==> src/rtl/calc_display_driver.sv <==
// Calculator display driver: double-dabble binary-to-BCD conversion
// plus a 6-digit multiplexed 7-segment scan with blanking and sign.
//
// Ports:
//   clk   - clock, all state on rising edge
//   rst   - asynchronous active-high reset
//   Y     - 14-bit unsigned result magnitude
//   sinal - 1 marks a negative result
//   EN    - 1 = calculator on, display lit
//   seg   - segments {g,f,e,d,c,b,a}, active-low
//   an    - digit enables, active-low (an[5] = sign)
//   busy  - conversion in progress
//   bcd   - displayed value, 5 BCD digits
//   neg   - displayed sign
module calc_display_driver #(
    parameter int REFRESH_DIV = 50000
) (
    input  logic        clk,
    input  logic        rst,
    input  logic [13:0] Y,
    input  logic        sinal,
    input  logic        EN,
    output logic [6:0]  seg,
    output logic [5:0]  an,
    output logic        busy,
    output logic [19:0] bcd,
    output logic        neg
);

    localparam logic [0:0] IDLE = 1'b0;
    localparam logic [0:0] CONV = 1'b1;

    localparam int CW =
        (REFRESH_DIV > 1) ? $clog2(REFRESH_DIV) : 1;
    localparam logic [CW-1:0] LAST = CW'(REFRESH_DIV - 1);

    logic [0:0]    state_q, state_d;
    logic [13:0]   yl_q, yl_d;
    logic          sl_q, sl_d;
    logic          force_q, force_d;
    logic          en_q;
    logic [33:0]   sh_q, sh_d;
    logic [3:0]    it_q, it_d;
    logic          sneg_q, sneg_d;
    logic          busy_q, busy_d;
    logic [19:0]   bcd_q, bcd_d;
    logic          neg_q, neg_d;
    logic [CW-1:0] cnt_q, cnt_d;
    logic [2:0]    dig_q, dig_d;
    logic [6:0]    seg_q, seg_d;
    logic [5:0]    an_q, an_d;

    logic          en_rise;
    logic          start;
    logic [33:0]   dab;

    // One double-dabble step: add 3 to any BCD digit >= 5, then shift.
    function automatic logic [33:0] dabble(input logic [33:0] s);
        logic [33:0] t;
        t = s;
        for (int k = 0; k < 5; k++) begin
            if (t[14+4*k +: 4] >= 4'd5)
                t[14+4*k +: 4] = t[14+4*k +: 4] + 4'd3;
        end
        return {t[32:0], 1'b0};
    endfunction

    function automatic logic [6:0] dec7(input logic [3:0] d);
        logic [6:0] r;
        case (d)
            4'd0:    r = 7'h40;
            4'd1:    r = 7'h79;
            4'd2:    r = 7'h24;
            4'd3:    r = 7'h30;
            4'd4:    r = 7'h19;
            4'd5:    r = 7'h12;
            4'd6:    r = 7'h02;
            4'd7:    r = 7'h78;
            4'd8:    r = 7'h00;
            4'd9:    r = 7'h10;
            default: r = 7'h7F;
        endcase
        return r;
    endfunction

    assign en_rise = EN & ~en_q;
    // The EN edge is folded in directly so the conversion starts on the
    // same edge that would otherwise only set the force flag.
    assign start = (state_q == IDLE) && EN &&
                   ((Y != yl_q) || (sinal != sl_q) ||
                    force_q || en_rise);
    assign dab = dabble(sh_q);

    always_comb begin
        state_d = state_q;
        yl_d    = yl_q;
        sl_d    = sl_q;
        force_d = force_q;
        sh_d    = sh_q;
        it_d    = it_q;
        sneg_d  = sneg_q;
        busy_d  = busy_q;
        bcd_d   = bcd_q;
        neg_d   = neg_q;

        if (en_rise)
            force_d = 1'b1;

        case (state_q)
            IDLE: begin
                if (start) begin
                    sh_d    = {20'd0, Y};
                    sneg_d  = sinal;
                    yl_d    = Y;
                    sl_d    = sinal;
                    force_d = 1'b0;
                    busy_d  = 1'b1;
                    it_d    = 4'd0;
                    state_d = CONV;
                end
            end
            CONV: begin
                sh_d = dab;
                it_d = it_q + 4'd1;
                if (it_q == 4'd13) begin
                    bcd_d   = dab[33:14];
                    neg_d   = sneg_q;
                    busy_d  = 1'b0;
                    state_d = IDLE;
                end
            end
            default: state_d = IDLE;
        endcase
    end

    always_comb begin
        cnt_d = cnt_q + CW'(1);
        dig_d = dig_q;
        if (cnt_q == LAST) begin
            cnt_d = '0;
            dig_d = (dig_q == 3'd5) ? 3'd0 : dig_q + 3'd1;
        end
    end

    // Digit k is blanked when it and every more significant digit is 0.
    always_comb begin
        case (dig_q)
            3'd0: seg_d = dec7(bcd_q[3:0]);
            3'd1: seg_d = (bcd_q[19:4] == '0) ? 7'h7F
                                              : dec7(bcd_q[7:4]);
            3'd2: seg_d = (bcd_q[19:8] == '0) ? 7'h7F
                                              : dec7(bcd_q[11:8]);
            3'd3: seg_d = (bcd_q[19:12] == '0) ? 7'h7F
                                               : dec7(bcd_q[15:12]);
            3'd4: seg_d = (bcd_q[19:16] == '0) ? 7'h7F
                                               : dec7(bcd_q[19:16]);
            3'd5: seg_d = (neg_q && bcd_q != '0) ? 7'h3F : 7'h7F;
            default: seg_d = 7'h7F;
        endcase
        an_d = 6'h3F ^ (6'd1 << dig_q);
        if (!EN) begin
            seg_d = 7'h7F;
            an_d  = 6'h3F;
        end
    end

    always_ff @(posedge clk or posedge rst) begin
        if (rst) begin
            state_q <= IDLE;
            yl_q    <= '0;
            sl_q    <= 1'b0;
            force_q <= 1'b1;
            en_q    <= 1'b0;
            sh_q    <= '0;
            it_q    <= '0;
            sneg_q  <= 1'b0;
            busy_q  <= 1'b0;
            bcd_q   <= '0;
            neg_q   <= 1'b0;
            cnt_q   <= '0;
            dig_q   <= '0;
            seg_q   <= 7'h7F;
            an_q    <= 6'h3F;
        end else begin
            state_q <= state_d;
            yl_q    <= yl_d;
            sl_q    <= sl_d;
            force_q <= force_d;
            en_q    <= EN;
            sh_q    <= sh_d;
            it_q    <= it_d;
            sneg_q  <= sneg_d;
            busy_q  <= busy_d;
            bcd_q   <= bcd_d;
            neg_q   <= neg_d;
            cnt_q   <= cnt_d;
            dig_q   <= dig_d;
            seg_q   <= seg_d;
            an_q    <= an_d;
        end
    end

    assign seg  = seg_q;
    assign an   = an_q;
    assign busy = busy_q;
    assign bcd  = bcd_q;
    assign neg  = neg_q;

endmodule

==> config.mk <==
export PLATFORM = sky130hd
export DESIGN_NAME = calc_display_driver
export DESIGN_NICKNAME = d
export VERILOG_FILES = /design/src/rtl/calc_display_driver.sv
export SDC_FILE = /design/constraint.sdc
export NUM_CORES = 1
export LEC_CHECK = 0
export BUFFER_PORTS_ARGS = -buffer_cell sky130_fd_sc_hd__buf_4
export CAP_MARGIN = 20
export CORE_UTILIZATION = 58
export CTS_BUF_LIST = sky130_fd_sc_hd__clkbuf_8
export CTS_CLUSTER_SIZE = 24
export DETAILED_ROUTE_END_ITERATION = 16
export GPL_ROUTABILITY_DRIVEN = 0
export PLACE_DENSITY_LB_ADDON = 0.3
export SLEW_MARGIN = 5
export SYNTH_ARGS = -nofsm -noshare
export SYNTH_HDL_FRONTEND = slang
export SYNTH_SLANG_ARGS = --single-unit
==> constraint.sdc <==
create_clock -name clk -period 4 [get_ports clk]
set_input_delay 0.4 -clock clk [delete_from_list [all_inputs] [get_ports clk]]
set_output_delay 0.4 -clock clk [all_outputs]
set_load 0.01 [all_outputs]
==> out/results.ini <==
[synth]
synth.top_cell.area_share=0.386
ys.warnings.count=0
synthTopCellsByCount=96 x dfrtp_1, 43 x a21oi_1, 41 x nand2_1
avgSynthCellArea_um2=10.3
ys_seq_elements=110
postSynth.asyncResetShare=1.00
synth_top_cell_by_area=dfrtp_1
synth_most_common_cell=dfrtp_1
synth_cell_types=57
syn-cell-area_um2=6220
synth_ff_type=dfrtp_1
ys_seq_area_frac=0.445
synth_edf_count=0
synth.area.top_cells=dfrtp_1 39%, ha_1 8.0%, dfstp_2 5.9%
synthCells=607
syn_nets=665

[die]
top_level_ports=53
die_x_um=106
core_um2=10400
dieArea_um2=11100
start_util=0.600
rows=37
die_h_um=106

[setup_path]
path_cells=inv_1 -> ha_1 -> nor4bb_4 -> or3_1 -> a21oi_1 -> nor2_1 -> a2111oi_0 -> nand3_1
worstReg2RegEnd=seg[3]$_DFF_PP1_
cp-endpoint=seg[3]$_DFF_PP1_
crit_type=flip-flop to flip-flop
cp_top_family=compound AO/OA/AOI/OAI gates
r2r_setup_slack_ps=1520
end_kind=flip-flop
crit_slowest_cell=a2111oi_0
cp_max_fo=8
critPathLaunch=bcd[13]$_DFFE_PP0P_
path_buf_inv=1
critical_path.max_stage_delay_ps=580
arrival_ps=2770
start_kind=flip-flop
cp_num_cells=8
cp_data_required_time_ps=4290
reg2regPathDepth=8
worstReg2RegStart=bcd[13]$_DFFE_PP0P_

[sta]
max_slew_margin=0.390
fin_crit_ps=2480
postLayoutSetupSlackWorst_ps=1520
setup_tns_ps=0
setup_viol=0
drv_slew=0
fin_skew_ps=11.6
period_share=0.620
max_freq_mhz=404
hold_viol_final=0
rsz0062_at_grt=false
tightest_slew_ps=913

[job]
max_cap_viol_count=0

[route]
vias=4625
routedWlPerCell_um=16.0
drt_iter0_markers=277
drc=0
ant_nets=0
wirelength_um=12600
vias_per_cell=5.85
drt-pass1-iter-count=5

[final_layout]
area_growth_pct=10.8
fin_cells=790
diodes=0
seqCellArea_um2=2770
final_util=0.665
n_fill_cell=806
layout.nets=707
multi_input_area_um2=3190
drive_gt1_frac=0.194

[power]
finalPower_mw=5.01
p_leak_nw=3.30
max-vdd-ir-drop_uv=360
power_density_nw_per_um2=726

[placed_design]
io_buffers=52
place_hpwl_um=9260
pre_cts_ws_ps=1500
place_inst=773

[global_route]
grt_pass1_vias=4504
grt_use_met1=0.339
top_usage_layer=met2
grt_pass1_wl_um=21900
grt_remaining_overflow=0
met2_usage=0.402
met3_usage=0.0451
antenna_found_initial=0
grt.total_usage=0.248
grt_start_max_net_pins=50

[worst_hold_path]
hp-class=primary input to flip-flop
hold_path_depth=1

[clocking]
cts_num_sinks=110
ctsHtreeMaxLevel=3
cts_resized=0
clk_pin_slew_ps=110
cts_buffer_depth=2
cts_tree=built
clk_latency_ps=390
cts_made_buffers=9
root_buffer=clkbuf_8

[status]
outcome=finished, final reports clean

## routing by layer
metal,wire [um],vias up
li1,-,2223
met1,5690,2268
met2,6160,112
met3,507,22
met4,278,0
met5,0,-
## kinds of logic (layout without fill, tap and decap cells)
| group | after synthesis | in the layout | synth area share |
|---|---|---|---|
| AO/OA/AOI/OAI | 157 | 157 | 0.172 |
| multiplexers | 37 | 37 | 0.0682 |
| XOR/XNOR | 36 | 36 | 0.0507 |
| flip-flops | 110 | 110 | 0.445 |
| buffers and inverters | 59 | 106 | 0.0422 |
| adder cells (fa/ha/maj) | 40 | 40 | 0.0804 |
| AND/OR/NAND/NOR | 168 | 168 | 0.141 |
## stage by stage
stage / area [um^2] / hold WS [ps]
3_5_place_dp: 6680 / 396
6_report: 6900 / 214
5_1_grt: 6900 / 193
3_3_place_gp: 6680 / 393
4_1_cts: 6900 / 197
2_1_floorplan: 6220 / 431
## flip-flops by register name (all words and copies together), names as in the netlist
| name | cells |
|---|---|
| seg | 7 |
| en_q | 1 |
| an | 6 |
| neg | 1 |
| force_q | 1 |
| sneg_q | 1 |
| yl_q | 14 |
| state_q | 1 |
| sh_q | 34 |
| bcd | 20 |
| dig_q | 3 |
| busy | 1 |
| it_q | 4 |
| cnt_q | 16 |
## worst register-to-register path, delay by kind of cell (launching register included)
kind | cells | cell delay, ps
AO/OA/AOI/OAI | 2 | 740
AND/OR/NAND/NOR | 4 | 720
flip-flops | 1 | 560
adder cells (fa/ha/maj) | 1 | 210
buffers and inverters | 1 | 140
## report_power, final
| part | total [mW] | leakage, nW | internal (mW) | switching, mW |
|---|---|---|---|---|
| clock | 0.704 | 0.106 | 0.299 | 0.406 |
| combinational | 2.28 | 1.83 | 1.15 | 1.13 |
| sequential | 2.03 | 1.36 | 1.52 | 0.502 |
| total | 5.01 | 3.30 | 2.97 | 2.04 |
## how the worst min path moves through the flow
stage / startpoint / end / slack [ps]
2_1_floorplan: EN / en_q$_DFF_PP0_ / 430
3_3_place_gp: rst / sh_q[10]$_DFFE_PP0P_ / 390
3_5_place_dp: rst / sh_q[11]$_DFFE_PP0P_ / 400
4_1_cts: EN / en_q$_DFF_PP0_ / 200
5_1_grt: EN / en_q$_DFF_PP0_ / 190
6_report: EN / en_q$_DFF_PP0_ / 210
## area by class of cell
| class | count | area share |
|---|---|---|
| Clock buffer | 9 | 0.0180 |
| Tap cell | 136 | 0.0247 |
| Clock inverter | 7 | 0.0118 |
| Sequential cell | 110 | 0.402 |
| Multi-Input combinational cell | 438 | 0.463 |
| Inverter | 32 | 0.0178 |
| Timing Repair Buffer | 58 | 0.0635 |
## placed cells by master, fill, tap and decap left out, types with 3 or more instances in the layout
cell type  instances
clkinv_4           3
o21ai_0           39
nor2_1            40
nand2_1           41
mux2_2            23
a22o_1            27
nor4_1             3
and2_1             3
mux2i_1            9
dfstp_2           14
xor2_1            15
inv_1             31
mux2_4             5
dfrtp_1           96
xnor2_1           21
nand2b_1          20
nand3_1           17
nand4_1            8
a21o_1            18
nor3b_1            6
ha_1              40
nor3_1             5
nand3b_1           4
buf_4             57
a21oi_1           43
nor2b_1            6
and3_1             4
clkbuf_8           9
## repair_timing
action / CTS / global route
hold buffers: 1 / 0
hold endpoints to repair: 25 / 0
setup buffers: 0 / 0
Power figures use the tool's default switching activity.
